$ cat src/rtl/tensor_core_sequencer.sv
// Instruction sequencer for a tensor core: decodes register-file moves, immediates,
// tensor operations and matrix bursts, and drives the register file and tensor core.
module tensor_core_sequencer #(
    parameter int unsigned BUS_WIDTH  = 8,
    parameter int unsigned MATRIX_DIM = 3,
    parameter int unsigned OP_LATENCY = 4
) (
    input  logic                 clock_in,
    input  logic                 reset_n_in,
    input  logic [15:0]          instruction_in,
    input  logic                 instruction_valid_in,
    output logic                 instruction_ready_out,
    input  logic [BUS_WIDTH-1:0] burst_data_in,
    input  logic                 burst_data_valid_in,
    output logic                 burst_data_ready_out,
    output logic [4:0]           rf_read_addr_out,
    input  logic [BUS_WIDTH-1:0] rf_read_data_in,
    output logic                 rf_write_en_out,
    output logic [4:0]           rf_write_addr_out,
    output logic [BUS_WIDTH-1:0] rf_write_data_out,
    output logic                 rf_bulk_write_en_out,
    output logic                 rf_reset_out,
    output logic                 tc_start_out,
    output logic [2:0]           tc_op_select_out,
    output logic [BUS_WIDTH-1:0] cpu_output_out,
    output logic                 cpu_output_valid_out,
    output logic                 busy_out,
    output logic                 done_out
);

    localparam int unsigned ADDR_W   = 5;
    localparam int unsigned IDX_W    = 6;
    localparam int unsigned TMR_W    = 4;
    localparam int unsigned MAT_SIZE = MATRIX_DIM * MATRIX_DIM;

    localparam logic [1:0] OPC_GENERIC = 2'b00;
    localparam logic [1:0] OPC_LOADI   = 2'b01;
    localparam logic [1:0] OPC_OPERATE = 2'b10;
    localparam logic [1:0] OPC_BURST   = 2'b11;

    localparam logic [1:0] GEN_READ  = 2'b00;
    localparam logic [1:0] GEN_MOVE  = 2'b01;
    localparam logic [1:0] GEN_RESET = 2'b11;

    typedef enum logic [2:0] {
        ST_IDLE,
        ST_OPERATE,
        ST_WRITEBACK,
        ST_BURST_READ,
        ST_BURST_WRITE
    } state_t;

    state_t              state;
    logic [IDX_W-1:0]    idx;
    logic [IDX_W-1:0]    burst_base;
    logic [IDX_W-1:0]    burst_last;
    logic [TMR_W-1:0]    timer;

    logic [1:0]          opcode;
    logic [1:0]          gen_sel;
    logic [1:0]          mat_sel;
    logic                burst_wr;
    logic [ADDR_W-1:0]   dest_addr;
    logic [ADDR_W-1:0]   src_addr;
    logic                gen_reset;
    logic                accept;
    logic [ADDR_W-1:0]   burst_addr;

    assign opcode     = instruction_in[1:0];
    assign gen_sel    = instruction_in[3:2];
    assign mat_sel    = instruction_in[4:3];
    assign burst_wr   = instruction_in[2];
    assign dest_addr  = instruction_in[15:11];
    assign src_addr   = instruction_in[10:6];
    assign gen_reset  = instruction_valid_in && (opcode == OPC_GENERIC) && (gen_sel == GEN_RESET);
    assign accept     = instruction_valid_in && (state == ST_IDLE);
    assign burst_addr = ADDR_W'(burst_base + idx);

    // State, burst index, operation timer and latched op select
    always_ff @(posedge clock_in or negedge reset_n_in) begin
        if (!reset_n_in) begin
            state            <= ST_IDLE;
            idx              <= '0;
            timer            <= '0;
            burst_base       <= '0;
            burst_last       <= '0;
            tc_op_select_out <= '0;
        end else if (gen_reset) begin
            state <= ST_IDLE;
            idx   <= '0;
            timer <= '0;
        end else begin
            case (state)
                ST_IDLE: begin
                    if (accept && opcode == OPC_OPERATE) begin
                        tc_op_select_out <= instruction_in[4:2];
                        timer            <= '0;
                        state            <= ST_OPERATE;
                    end else if (accept && opcode == OPC_BURST && mat_sel != 2'b11) begin
                        burst_base <= (mat_sel == 2'b01) ? IDX_W'(MAT_SIZE) : '0;
                        burst_last <= (mat_sel == 2'b10) ? IDX_W'(2 * MAT_SIZE - 1)
                                                         : IDX_W'(MAT_SIZE - 1);
                        idx        <= '0;
                        // R/W bit set selects a burst write
                        state      <= burst_wr ? ST_BURST_WRITE : ST_BURST_READ;
                    end
                end
                ST_OPERATE: begin
                    if (timer == TMR_W'(OP_LATENCY - 1)) begin
                        timer <= '0;
                        state <= ST_WRITEBACK;
                    end else begin
                        timer <= timer + TMR_W'(1);
                    end
                end
                ST_WRITEBACK: state <= ST_IDLE;
                ST_BURST_READ: begin
                    if (idx == burst_last) begin
                        idx   <= '0;
                        state <= ST_IDLE;
                    end else begin
                        idx <= idx + IDX_W'(1);
                    end
                end
                ST_BURST_WRITE: begin
                    if (burst_data_valid_in) begin
                        if (idx == burst_last) begin
                            idx   <= '0;
                            state <= ST_IDLE;
                        end else begin
                            idx <= idx + IDX_W'(1);
                        end
                    end
                end
                default: state <= ST_IDLE;
            endcase
        end
    end

    // Output decode; everything is forced low while reset is held
    always_comb begin
        instruction_ready_out = 1'b0;
        burst_data_ready_out  = 1'b0;
        rf_read_addr_out      = '0;
        rf_write_en_out       = 1'b0;
        rf_write_addr_out     = '0;
        rf_write_data_out     = '0;
        rf_bulk_write_en_out  = 1'b0;
        rf_reset_out          = 1'b0;
        tc_start_out          = 1'b0;
        cpu_output_out        = '0;
        cpu_output_valid_out  = 1'b0;
        busy_out              = 1'b0;
        done_out              = 1'b0;
        if (reset_n_in) begin
            instruction_ready_out = (state == ST_IDLE);
            busy_out              = (state != ST_IDLE);
            rf_reset_out          = gen_reset;
            case (state)
                ST_IDLE: begin
                    rf_read_addr_out = src_addr;
                    if (instruction_valid_in && opcode == OPC_GENERIC && gen_sel == GEN_READ) begin
                        cpu_output_out       = rf_read_data_in;
                        cpu_output_valid_out = 1'b1;
                    end
                    if (instruction_valid_in && opcode == OPC_GENERIC && gen_sel == GEN_MOVE) begin
                        rf_write_en_out   = 1'b1;
                        rf_write_addr_out = dest_addr;
                        rf_write_data_out = rf_read_data_in;
                    end
                    if (instruction_valid_in && opcode == OPC_LOADI) begin
                        rf_write_en_out   = 1'b1;
                        rf_write_addr_out = dest_addr;
                        rf_write_data_out = BUS_WIDTH'($signed(instruction_in[10:3]));
                    end
                end
                ST_OPERATE: tc_start_out = (timer == '0);
                ST_WRITEBACK: begin
                    rf_bulk_write_en_out = !gen_reset;
                    done_out             = !gen_reset;
                end
                ST_BURST_READ: begin
                    rf_read_addr_out     = burst_addr;
                    cpu_output_out       = rf_read_data_in;
                    cpu_output_valid_out = 1'b1;
                end
                ST_BURST_WRITE: begin
                    burst_data_ready_out = !gen_reset;
                    rf_write_en_out      = burst_data_valid_in && !gen_reset;
                    rf_write_addr_out    = burst_addr;
                    rf_write_data_out    = burst_data_in;
                end
                default: ;
            endcase
        end
    end

endmodule

$ cat config.mk
export PLATFORM = sky130hd
export DESIGN_NAME = tensor_core_sequencer
export DESIGN_NICKNAME = d
export VERILOG_FILES = /design/src/rtl/tensor_core_sequencer.sv
export SDC_FILE = /design/constraint.sdc
export NUM_CORES = 1
export LEC_CHECK = 0
export CORE_ASPECT_RATIO = 1.25
export CORE_MARGIN = 2
export CORE_UTILIZATION = 46
export CTS_BUF_LIST = sky130_fd_sc_hd__clkbuf_8 sky130_fd_sc_hd__clkbuf_16
export DETAILED_ROUTE_END_ITERATION = 8
export PLACE_DENSITY = 0.88
export SYNTH_ARGS = -nofsm -noshare
export SYNTH_HDL_FRONTEND = slang
export SYNTH_SLANG_ARGS = --single-unit
export TNS_END_PERCENT = 20
$ cat constraint.sdc
create_clock -name clock_in -period 4.5 [get_ports clock_in]
set_input_delay 0.9 -clock clock_in [delete_from_list [all_inputs] [get_ports clock_in]]
set_output_delay 0.9 -clock clock_in [all_outputs]
set_load 0.005 [all_outputs]
==> impl_metrics.ini <==
[status]
status = finished, violations left
violations = design-rule violations

[detailed_routing]
via_per_inst = 5.80
wirelength_um = 5100
route.detailed.drc = 7
wl_per_cell_um = 16.5
antenna_left = 0
dr.pass1.iters = 9
first_iter_violations = 80
via_count = 1793

[sta]
finalHoldWorstSlack_ns = 0.507
min_period_ns = 3.98
finalMaxSlewViolations = 0
fmax_mhz = 252
final.setup.tns_ns = 0
tightest_slew_ns = 1.05
skew_ns = 0.00806
finalCritPeriodShare = 0.883
relSlewSlack = 0.296
rsz0062_at_grt = false
finalHoldViolCount = 0
finalSetupViolations = 0

[setup_path]
critical_path_class = primary input to output port
reg2regPathDepth = 5
reg2reg_slack_ns = 2.11
critPathArrivalTime_ns = 3.08
cp-end-kind = output port
crit_fanout = 14
r2r_end = state[1]$_DFFE_PN0P_
r2r-start = state[1]$_DFFE_PN0P_
cp.required_ns = 3.60
start_kind = primary input

[placed_design]
dpl-instance-area_um2 = 2460
hpwl_um = 3980
dp_cells = 305
place_congestion = 0.900
io_buffers = 73

[yosys]
synth_xor_area_frac = 0.0255
synth_edf_count = 0
synthTopCellsByCount = nor2_1, dfrtp_1, a22oi_1
ys_ff_latch = 19
syn_area_um2 = 1720
syn_avg_cell_area_um2 = 8.50
synth.top_cell.area_share = 0.277
synthAdderAreaFrac = 0.0437
synthTopCellsByArea = dfrtp_1, a22oi_1, mux2_2
synth_compound_gate_area_share = 0.208
synthMuxAreaShare = 0.0867
synth_ff_type = dfrtp_1
yosysMostFrequentCell = nor2_1
async_flop_share = 1.00
synth_nets = 244
seq_area_frac_synth = 0.277
synth_top_family_by_area = simple AND/OR/NAND/NOR gates
synth_area_leader_cell = dfrtp_1
yosys.area_share.simple = 0.312
synth.distinct_cells = 55
netlist_instances = 202
yosysWarningCount = 0

[floorplan]
core-area_um2 = 3540
start_util = 0.485
die_x_um = 58.7
die_area_um2 = 4240
io_pins = 74
die_h_um = 72.3
rows = 24

[clocking]
holdBufCountCts = 0
cts_tree = yes
cts_setup_buffers = 0
cts-resized-gates = 0
cts_max_path_buffers = 2
cts-root-buf = clkbuf_8
cts_inserted_buffers = 3
clock_latency_ns = 0.27
htree_levels = 1
cts.sinks = 19
clk_pin_slew_ns = 0.08

[power]
power_frac_clock = 0.141
comb_power_share = 0.538
switching_power_uw = 362
power_density_nw_per_um2 = 365
intPower_uw = 554
sequentialPowerShare = 0.320
sw_frac_of_total = 0.395
leakage_uw = 0.00100
ir_drop_mv = 0.273

[grt]
grt_pass1_vias = 1766
grt.total_usage = 0.257
grt_pass1_wl_um = 8540
grt-ovfl-total = 0
antenna_found_initial = 0
grt_max_degree = 25

[cells_and_area]
nNetsFinal = 313
drive_above_1_share = 0.130
instances_no_fill = 309
multi_input_area_um2 = 1160
seq_area_um2 = 475
final_cell_area_um2 = 2510
diodes = 0
n_fill_cell = 274
syn2layout_area_growth_pct = 45.9

[job]
max_cap_violations = 0

[min_path]
hold_path_depth = 1
min_from = tc_op_select_out[1]$_DFFE_PN0P_
hold_end = tc_op_select_out[1]$_DFFE_PN0P_
hold_class = register to register
-- cell type report --
cell class / instances / area share
clock inverters: 1 / 0.00300
inverters: 5 / 0.00749
clock buffers: 3 / 0.0165
multi-input cells: 166 / 0.463
repair buffers: 76 / 0.301
well taps: 39 / 0.0195
flip-flops and latches: 19 / 0.190
-- state kept, by name, summed over array words and instances, names as in the netlist --
| name | cells |
|---|---|
| idx | 6 |
| state | 3 |
| burst_last | 2 |
| burst_base | 1 |
| tc_op_select_out | 3 |
| timer | 4 |
-- power groups by stage --
stage	sequential (uW)	clock, uW	combinational [uW]
floorplan	266	0	330
global placement	290	0	478
detailed placement	295	0	492
CTS	293	129	495
global route	305	140	545
finish	293	129	493
-- per-stage QoR --
stage | power (uW) | worst slack, ns | util
4_1_cts | 917 | 0.518 | 0.707
6_report | 916 | 0.524 | 0.707
3_3_place_gp | 768 | 0.595 | 0.694
2_1_floorplan | 596 | 1.52 | -
5_1_grt | 989 | 0.338 | 0.707
3_5_place_dp | 787 | 0.522 | 0.694
-- worst max path at each step --
stage / slack [ns] / from / endpoint
2_1_floorplan: 1.52 / instruction_in[3] / rf_write_addr_out[3]
3_3_place_gp: 0.59 / instruction_in[1] / rf_write_addr_out[3]
6_report: 0.52 / instruction_in[1] / rf_write_addr_out[1]
4_1_cts: 0.52 / instruction_in[1] / rf_write_addr_out[1]
5_1_grt: 0.34 / instruction_in[1] / rf_write_addr_out[1]
3_5_place_dp: 0.52 / instruction_in[1] / rf_write_addr_out[1]
-- kinds of logic after synthesis --
kind of cell,Yosys count
flops,19
mux,13
buf+inv,17
simple gates,95
xor+xnor,5
fa+ha+maj,6
compound gates,47
-- layer usage --
| layer | vias to the layer above | global-route usage | routed length, um |
|---|---|---|---|
| met1 | 854 | 0.331 | 2120 |
| met4 | 0 | 0.0808 | 82 |
| met2 | 60 | 0.432 | 2630 |
| li1 | 871 | - | - |
| met3 | 8 | 0.0499 | 267 |
| met5 | - | 0 | 0 |
-- critical path, cell delays in order --
cell	delay (ns)
clkdlybuf4s50_1	0.50
nand3b_1	0.44
a21oi_1	0.24
buf_4	0.21
a22oi_1	0.11
nor2_1	0.14
clkdlybuf4s50_1	0.53
-- cell usage in the layout, fill, tap and decap left out, types with 3 or more instances in the layout --
| cell type | netlist | final |
|---|---|---|
| ha_1 | 6 | 6 |
| mux2_2 | 11 | 11 |
| a21oi_1 | 4 | 4 |
| a22o_1 | 3 | 3 |
| a22oi_1 | 18 | 18 |
| buf_4 | 1 | 3 |
| inv_1 | 5 | 5 |
| nor3b_1 | 3 | 3 |
| nor3_1 | 6 | 6 |
| xnor2_1 | 3 | 3 |
| o21ai_1 | 4 | 4 |
| clkdlybuf4s50_1 | 0 | 73 |
| and3_1 | 4 | 4 |
| dfrtp_1 | 19 | 19 |
| nand2_1 | 15 | 15 |
| and2_1 | 10 | 10 |
| nand2b_1 | 3 | 3 |
| nand3_1 | 7 | 7 |
| nor2_1 | 25 | 25 |
| o21ai_0 | 3 | 3 |
| clkbuf_8 | 0 | 3 |
Power figures use the tool's default switching activity.
